--- src/rtl/spi_slave.sv ---
// spi_slave: SPI responder with sysio register port, 8-bit MSB-first frames in all four CPOL/CPHA modes.
module spi_slave (
  input  logic        clk,
  input  logic        rst_n,
  input  logic [7:0]  waddr_i,
  input  logic [31:0] data_i,
  input  logic [3:0]  sel_i,
  input  logic        we_i,
  input  logic [7:0]  raddr_i,
  input  logic        rd_i,
  output logic [31:0] data_o,
  input  logic        spi_clk_i,
  input  logic        spi_cs_i,
  input  logic        spi_mosi_i,
  output logic        spi_miso,
  output logic        spi_miso_oe
);
  typedef enum logic {IDLE, ACTIVE} state_t;
  state_t state_q;
  // [0],[1] form the synchronizer; [2] is the previous synchronized value for edge detection
  logic [2:0] cs_q, sclk_q;
  logic [1:0] mosi_q;
  logic en_q, cpol_q, cpha_q, txf_q, rxv_q, ovr_q, miso_q;
  logic [7:0] tx_q, rx_q, sh_q, rsh_q;
  logic [3:0] bit_cnt_q;
  logic [31:0] data_q;
  logic wr_ctrl, wr_tx, wr_stat, rd_rx, cs_fall, cs_rise, lead, trail, samp, shft;
  logic start, leave, done, reload;
  logic [7:0] tx_d;
  logic [31:0] rdata_d;
  logic unused;
  assign unused = &{1'b0, waddr_i[7:4], raddr_i[7:4], data_i[31:8], sel_i[3:1]};
  always_comb begin
    wr_ctrl = we_i && waddr_i[3:0] == 4'h0 && sel_i[0];
    wr_tx = we_i && waddr_i[3:0] == 4'h4;
    wr_stat = we_i && waddr_i[3:0] == 4'hC;
    rd_rx = rd_i && raddr_i[3:0] == 4'h8;
    cs_fall = cs_q[2] & ~cs_q[1];
    cs_rise = ~cs_q[2] & cs_q[1];
    lead = (sclk_q[1] ^ sclk_q[2]) & (sclk_q[1] ^ cpol_q);
    trail = (sclk_q[1] ^ sclk_q[2]) & ~(sclk_q[1] ^ cpol_q);
    samp = cpha_q ? trail : lead;
    // in CPHA=0 the trailing edge after the 8th sample must not shift the freshly reloaded byte
    shft = cpha_q ? lead : trail & (bit_cnt_q != 4'd0);
    start = state_q == IDLE && en_q && cs_fall;
    leave = state_q == ACTIVE && (cs_rise || !en_q);
    done = state_q == ACTIVE && bit_cnt_q == 4'd8 && !leave;
    reload = start | done;
    tx_d = wr_tx ? data_i[7:0] : txf_q ? tx_q : 8'h00;
    rdata_d = raddr_i[3:0] == 4'h0 ? {29'd0, cpha_q, cpol_q, en_q}
            : raddr_i[3:0] == 4'h4 ? {24'd0, tx_q}
            : raddr_i[3:0] == 4'h8 ? {24'd0, rx_q}
            : raddr_i[3:0] == 4'hC ? {28'd0, ovr_q, txf_q, rxv_q, state_q == ACTIVE}
            : 32'd0;
  end
  always_ff @(posedge clk) begin
    if (!rst_n) begin
      state_q <= IDLE;
      cs_q <= 3'b111;
      sclk_q <= 3'b000;
      mosi_q <= 2'b00;
      {en_q, cpol_q, cpha_q, txf_q, rxv_q, ovr_q, miso_q} <= 7'd0;
      {tx_q, rx_q, sh_q, rsh_q} <= 32'd0;
      bit_cnt_q <= 4'd0;
      data_q <= 32'd0;
    end else begin
      cs_q <= {cs_q[1:0], spi_cs_i};
      sclk_q <= {sclk_q[1:0], spi_clk_i};
      mosi_q <= {mosi_q[0], spi_mosi_i};
      if (wr_ctrl) {cpha_q, cpol_q, en_q} <= data_i[2:0];
      if (wr_tx) tx_q <= data_i[7:0];
      txf_q <= !reload && (wr_tx || txf_q);
      rxv_q <= done || (rxv_q && !rd_rx);
      ovr_q <= (done && rxv_q && !rd_rx) || (ovr_q && !(wr_stat && data_i[3]));
      if (rd_i) data_q <= rdata_d;
      if (done) rx_q <= rsh_q;
      case (state_q)
        IDLE: begin
          miso_q <= 1'b0;
          bit_cnt_q <= 4'd0;
          if (start) state_q <= ACTIVE;
        end
        ACTIVE: begin
          if (leave) begin
            state_q <= IDLE;
            miso_q <= 1'b0;
            bit_cnt_q <= 4'd0;
          end else if (done) begin
            bit_cnt_q <= 4'd0;
          end else begin
            if (samp) begin
              rsh_q <= {rsh_q[6:0], mosi_q[1]};
              bit_cnt_q <= bit_cnt_q + 4'd1;
            end
            if (shft) begin
              miso_q <= sh_q[7];
              sh_q <= {sh_q[6:0], 1'b0};
            end
          end
        end
        default: state_q <= IDLE;
      endcase
      if (reload && cpha_q) sh_q <= tx_d;
      if (reload && !cpha_q) begin
        miso_q <= tx_d[7];
        sh_q <= {tx_d[6:0], 1'b0};
      end
    end
  end
  assign data_o = data_q;
  assign spi_miso = miso_q;
  assign spi_miso_oe = en_q & ~cs_q[1];
endmodule
--- config.mk ---
export PLATFORM = sky130hd
export DESIGN_NAME = spi_slave
export DESIGN_NICKNAME = d
export VERILOG_FILES = /design/src/rtl/spi_slave.sv
export SDC_FILE = /design/constraint.sdc
export NUM_CORES = 1
export LEC_CHECK = 0
export CAP_MARGIN = 20
export CORE_ASPECT_RATIO = 0.75
export CORE_MARGIN = 8
export CORE_UTILIZATION = 40
export CTS_CLUSTER_SIZE = 40
export DETAILED_ROUTE_END_ITERATION = 6
export HOLD_SLACK_MARGIN = 0.05
export PLACE_DENSITY_LB_ADDON = 0.05
export SYNTH_ARGS = -nofsm -noshare
export SYNTH_HDL_FRONTEND = slang
export SYNTH_SLANG_ARGS = --single-unit
--- constraint.sdc ---
create_clock -name clk -period 2.93 [get_ports clk]
set_clock_uncertainty 0.1 [all_clocks]
set_input_delay 0.586 -clock clk [delete_from_list [all_inputs] [get_ports clk]]
set_output_delay 0.586 -clock clk [all_outputs]
set_load 0.005 [all_outputs]
==> results of run 1 <==
-- area by class of cell --
class	instances	area (sq um)	area share (%)
Clock inverter	3	67.6	1.94
Timing Repair Buffer	37	360	10.3
Multi-Input combinational cell	225	1540	44.0
Sequential cell	60	1200	34.4
Inverter	8	30.0	0.861
Tap cell	101	126	3.62
Clock buffer	13	169	4.84
-- synth_stat cells, drive strengths merged, types with 5 or more instances --
cell type	n
dfxtp	60
o22ai	5
a21oi	8
nor2b	25
clkbuf	10
a22oi	11
nor2	10
nand2	29
mux2i	21
a22o	8
buf	29
a21boi	9
nand2b	7
and2	12
a222oi	5
inv	8
o21ai	6
-- metal layers --
metal,up-vias,share of wire (%),GRT usage [%]
met4,0,1.0,4.91
li1,1113,-,-
met5,-,0,0
met1,976,53,18.7
met3,6,7.3,4.68
met2,57,38,17.1
-- critical path, delay by kind of cell --
kind	cells	cell delay, ns
AO/OA/AOI/OAI	4	1.00
buffers and inverters	1	0.43
AND/OR/NAND/NOR	1	0.47
-- power breakdown --
group | switching (W) | total, W | internal, W
clock | 0.000323 | 0.000872 | 0.000549
combinational | 0.0000500 | 0.000103 | 0.0000528
sequential | 0.00000550 | 0.000830 | 0.000824
-- through the flow --
step                hold slack, ns  util (%)  setup WS (ns)  std cells  instance area, sq um
global placement             0.291      45.0          0.153        431                  3250
global route                 0.352      48.3          0.371        447                  3490
finish                       0.317      48.3          0.544        447                  3490
floorplan                    0.286         -          0.931        332                  3020
detailed placement           0.293      45.0          0.127        431                  3250
CTS                          0.324      48.3          0.503        447                  3490
-- sequential cells by signal, indices dropped and copies added, names as in the netlist, 2 cells and up --
name	cells
data_o	8
rsh_q	8
rx_q	8
sh_q	8
tx_q	8
bit_cnt_q	4
cs_q	3
sclk_q	3
mosi_q	2
-- worst paths after layout --
kind | cells past startpoint | startpoint | slack, ns | endpoint
hold reg to reg | 1 | cs_q[0] | 0.32 | cs_q[1]
setup reg to reg | 7 | bit_cnt_q[0] | 0.68 | sh_q[7]
setup / recovery | 6 | waddr_i[1] | 0.54 | sh_q[4]
hold / removal | 1 | cs_q[0] | 0.32 | cs_q[1]
-- cell families after synthesis --
kind of cell | synth area share [%]
other cells | 0.128
buf+inv | 9.64
simple gates | 19.2
mux | 8.83
flops | 41.0
fa+ha+maj | 0.853
compound gates | 19.2
xor+xnor | 1.19
-- cell usage in the layout (no fill, tap or decap), drive strengths merged, types with 3 or more instances in the layout --
master	netlist	routed
dfxtp	60	60
clkdlybuf4s50	0	33
nand2	29	29
nor2b	25	25
conb	1	24
mux2i	21	21
clkbuf	10	13
and2	12	12
a22oi	11	11
nor2	10	10
a21boi	9	9
inv	8	8
a22o	8	8
a21oi	8	8
nand2b	7	7
o21ai	6	6
a222oi	5	5
o22ai	5	5
o211a	4	4
mux2	4	4
buf	29	4
nand3	4	4
a31oi	4	4
nand3b	3	3
xor2	3	3
o311ai	3	3
==> flow_metrics.tcl, run 1 <==
set metrics [dict create \
    io_pins 93 \
    dieHeight_microns 90.2 \
    drt-total-wl_mm 6.58 \
    nets 402 \
    tritoncts "built" \
    die-area_sq_um 10400 \
    root_buffer "clkbuf_8" \
    synth-seq-cells 60 \
    cts_buffers 9 \
    ctsHoldBuffers 0 \
    clkSlewWorstSetupHoldPaths_ns 0.07 \
    slowest_delay_ns 0.47 \
    gp_congestion 0.706 \
    cp-start-kind "primary input" \
    synth_cells 309 \
    async_reset_ff_share_pct 0 \
    io_buffers 33 \
    finalHoldViolCount 0 \
    routedWlPerCell_microns 14.7 \
    die_w_microns 115 \
    cts.sinks 60 \
    grt_pass1_vias 2038 \
    clockBufferDepth 2 \
    postCtsSetupBuffers 0 \
    tightest_slew_ns 0.685 \
    status "finished, final reports clean" \
    dp_hpwl_mm 4.72 \
    vdd_drop_max_uv 275 \
    setup_viol 0 \
    slowest_stage "nor4b_2" \
    cp.required_ns 3.04 \
    drt-initial-drc-count 113 \
    setup_tns_ns 0 \
    synth_top_area_share_pct 41.0 \
    num_rows 27 \
    grt_pass1_wl_mm 10.7 \
    synth_area_per_cell_sq_um 9.49 \
    layout_min_cycle_time_ns 2.39 \
    drc_errors 0 \
    ys_seq_area_share_pct 41.0 \
    grt_usage_pct 13.1 \
    drive_gt1_share_pct 9.54 \
    rsz0062_at_grt "no" \
    ant_nets 0 \
    max_freq_mhz 419 \
    yosysWarnings 0 \
    path_max_fanout 8 \
    diodes 0 \
    synth_ff_type "dfxtp_1" \
    cp.arrival_ns 2.50 \
    synth_area_sq_um 2930 \
    crit_type "primary input to flip-flop" \
    crit_chain "clkdlybuf4s50_1, nor4b_2, a21boi_1, a22o_1, a222oi_1, a21oi_1" \
    vias_per_cell 4.81 \
    grt_overflow_total 0 \
    synth.area.top_cells "dfxtp_1, mux2i_1, buf_4" \
    ctsResizeCount 0 \
    h-tree-depth 3 \
    antenna_found_initial 0 \
    timing.final.crit_share_pct 81.4 \
    initial_utilization_pct 40.6 \
    power_leakage_nw 1.30 \
    clkLatencyLatePin_ns 0.34 \
    dr.pass1.iters 5 \
    syn_to_final_growth_pct 19.0 \
    synth_top_area_cell "dfxtp_1" \
    vias 2152 \
    ys_types 50 \
    critPathCaptureType "flip-flop" \
    pwr_density_cell_nw_per_um2 517 \
    coreArea_sq_um 7230 \
    grt_max_degree 61 \
    synth_edf_count 0 \
    relSlewSlack_pct 54.3 \
    fillers 703 \
    maxSlewViolCount 0 \
    finalPower_w 0.00180 \
    cap_violations 0 \
    min_path_type "flip-flop to flip-flop" \
]
No activity file was read; power rests on OpenSTA's default activity.
==> run 2: changes to the inputs <==
==> constraint.sdc (replaced) <==
create_clock -name clk -period 2.1 [get_ports clk]
set_clock_uncertainty 0.1 [all_clocks]
set_input_delay 0.42 -clock clk [delete_from_list [all_inputs] [get_ports clk]]
set_output_delay 0.42 -clock clk [all_outputs]
set_load 0.005 [all_outputs]
==> run 2 against run 1 <==
Die area stayed put. Via count is 3.8% higher. Count of clock-buffer cells in the layout stayed put. Sequential share of layout area is 1.3 points lower. Core utilization is 1.9 points higher. Critical path depth is 2 higher. Final area is 3.9% higher. Setup slack worse by 0.45 ns. First-iteration DRC count is 17% higher. Global-route usage is 0.28 points higher. Clock power is 16% higher. Critical endpoint is now sh_q[3]. Highest routed layer unchanged.
==> flow_metrics.tcl, run 2 (synthesized netlist as in run 1, its figures left out) <==
set metrics [dict create \
    initial_utilization_pct 40.6 \
    vias_per_cell 4.83 \
    p_sw_share_pct 22.4 \
    status "finished, final reports clean" \
    coreArea_sq_um 7230 \
    met3_length_microns 464 \
    finalPower_w 0.00233 \
    die-area_sq_um 10400 \
    maxSlewViolCount 0 \
    path_max_fanout 13 \
    cap_violations 0 \
    layout_min_cycle_time_ns 2.00 \
    grt_pass1_wl_mm 10.8 \
    max_freq_mhz 499 \
    dp_hpwl_mm 4.98 \
    mostFrequentLayoutCells "dfxtp_1, clkdlybuf4s50_1, nand2_1" \
    io_buffers 33 \
    place_inst 446 \
    tritoncts "built" \
    ant_nets 0 \
    intPower_w 0.00181 \
    critPathCaptureType "flip-flop" \
    p_clk_share_pct 43.5 \
    h-tree-depth 3 \
    fillers 687 \
    gp_congestion 0.744 \
    drc_errors 0 \
    crit_chain "clkdlybuf4s50_1, nor4b_4, buf_4, and2_1, buf_12, a22o_1, a222oi_1, a21oi_1" \
    timing.final.crit_share_pct 95.5 \
    pwr_density_cell_nw_per_um2 643 \
    met1Wirelength_mm 3.64 \
    power_leakage_nw 1.40 \
    root_buffer "clkbuf_8" \
    cp.arrival_ns 2.13 \
    cts_buffers 9 \
    seqPwrFrac_pct 49.7 \
    diodes 0 \
    preCtsSetupSlack_ns -0.361 \
    drt-total-wl_mm 6.80 \
    setup_ws_ns 0.0952 \
    setup_viol 0 \
    cp.required_ns 2.22 \
    top_layer "met4" \
    finalHoldViolCount 0 \
    grt_usage_pct 13.3 \
    slowest_delay_ns 0.43 \
    met2WireLength_mm 2.62 \
    combPwrFrac_pct 6.9 \
    rsz0062_at_grt "no" \
    clockBufferDepth 2 \
    drive_gt1_share_pct 13.5 \
    setup_tns_ns 0 \
    crit_buf_inv 3 \
    grt_pass1_vias 2097 \
    slowest_stage "clkdlybuf4s50_1" \
    routedWlPerCell_microns 14.7 \
    grt_overflow_total 0 \
    nets 419 \
    min_path_type "flip-flop to flip-flop" \
    drt-initial-drc-count 132 \
    dr.pass1.iters 5 \
    vdd_drop_max_uv 287 \
    cp-start-kind "primary input" \
    num_rows 27 \
    layout_commonest_cell "dfxtp_1" \
    final_cells 463 \
    clkLatencyLatePin_ns 0.34 \
    p_switching_w 0.000521 \
    die_w_microns 115 \
    crit_type "primary input to flip-flop" \
    grt_max_degree 61 \
    path_delay_family "buffers and inverters" \
    antenna_found_initial 0 \
    vias 2234 \
    io_pins 93 \
    syn_to_final_growth_pct 23.6 \
    clkSlewWorstSetupHoldPaths_ns 0.06 \
    cts.sinks 60 \
    dieHeight_microns 90.2 \
]
## run 2: changes by cell type in the layout (fill, tap and decap cells not counted), moves of 2 or more
cell,change
dlymetal6s2s_1,+3
buf_4,+14
clkbuf_8,-2
clkbuf_1,+2
clkdlybuf4s50_1,-3
buf_12,+3
## run 2: per-layer routing
metal,global-route usage [%],up-vias
met5,0,-
met4,4.25,0
met3,5.21,10
met2,18.4,57
met1,18.4,1023
li1,-,1144
## run 2: layout make-up
type	instances	area [sq um]	area share, %
multi-input cells	225	1550	42.8
well taps	101	126	3.49
clock buffers	13	149	4.11
inverters	8	30.0	0.828
clock inverters	2	35.0	0.967
repair buffers	54	533	14.7
flip-flops and latches	60	1200	33.1
## run 2: final timing paths
path | startpoint | end | slack [ns] | cells past startpoint
setup / recovery | we_i | sh_q[3] | 0.1 | 8
hold / removal | cs_q[0] | cs_q[1] | 0.31 | 1
setup reg to reg | bit_cnt_q[0] | sh_q[5] | 0.14 | 8
hold reg to reg | cs_q[0] | cs_q[1] | 0.31 | 1
## run 2: through the flow
stage          utilization, %  hold WS [ns]  cell area (sq um)
4_1_cts                  49.4         0.311               3570
3_3_place_gp             46.9         0.292               3390
5_1_grt                  50.1         0.331               3620
2_1_floorplan               -         0.286               3020
6_report                 50.1         0.310               3620
3_5_place_dp             46.9         0.294               3390
## run 2: timing repair
action                                  in CTS  in global routing
endpoints found under the setup margin       1                  8
hold buffers                                 0                  0
setup buffers                                0                  2
pin swaps                                    0                  6
gates resized for setup                      0                  6
## run 2: power by group through the flow
stage | sequential [W] | combinational [W] | clock [W]
floorplan | 0.00118 | 0.0000996 | 0
global route | 0.00116 | 0.000174 | 0.00109
detailed placement | 0.00118 | 0.000156 | 0
finish | 0.00116 | 0.000160 | 0.00101
CTS | 0.00116 | 0.000157 | 0.00104
global placement | 0.00118 | 0.000156 | 0
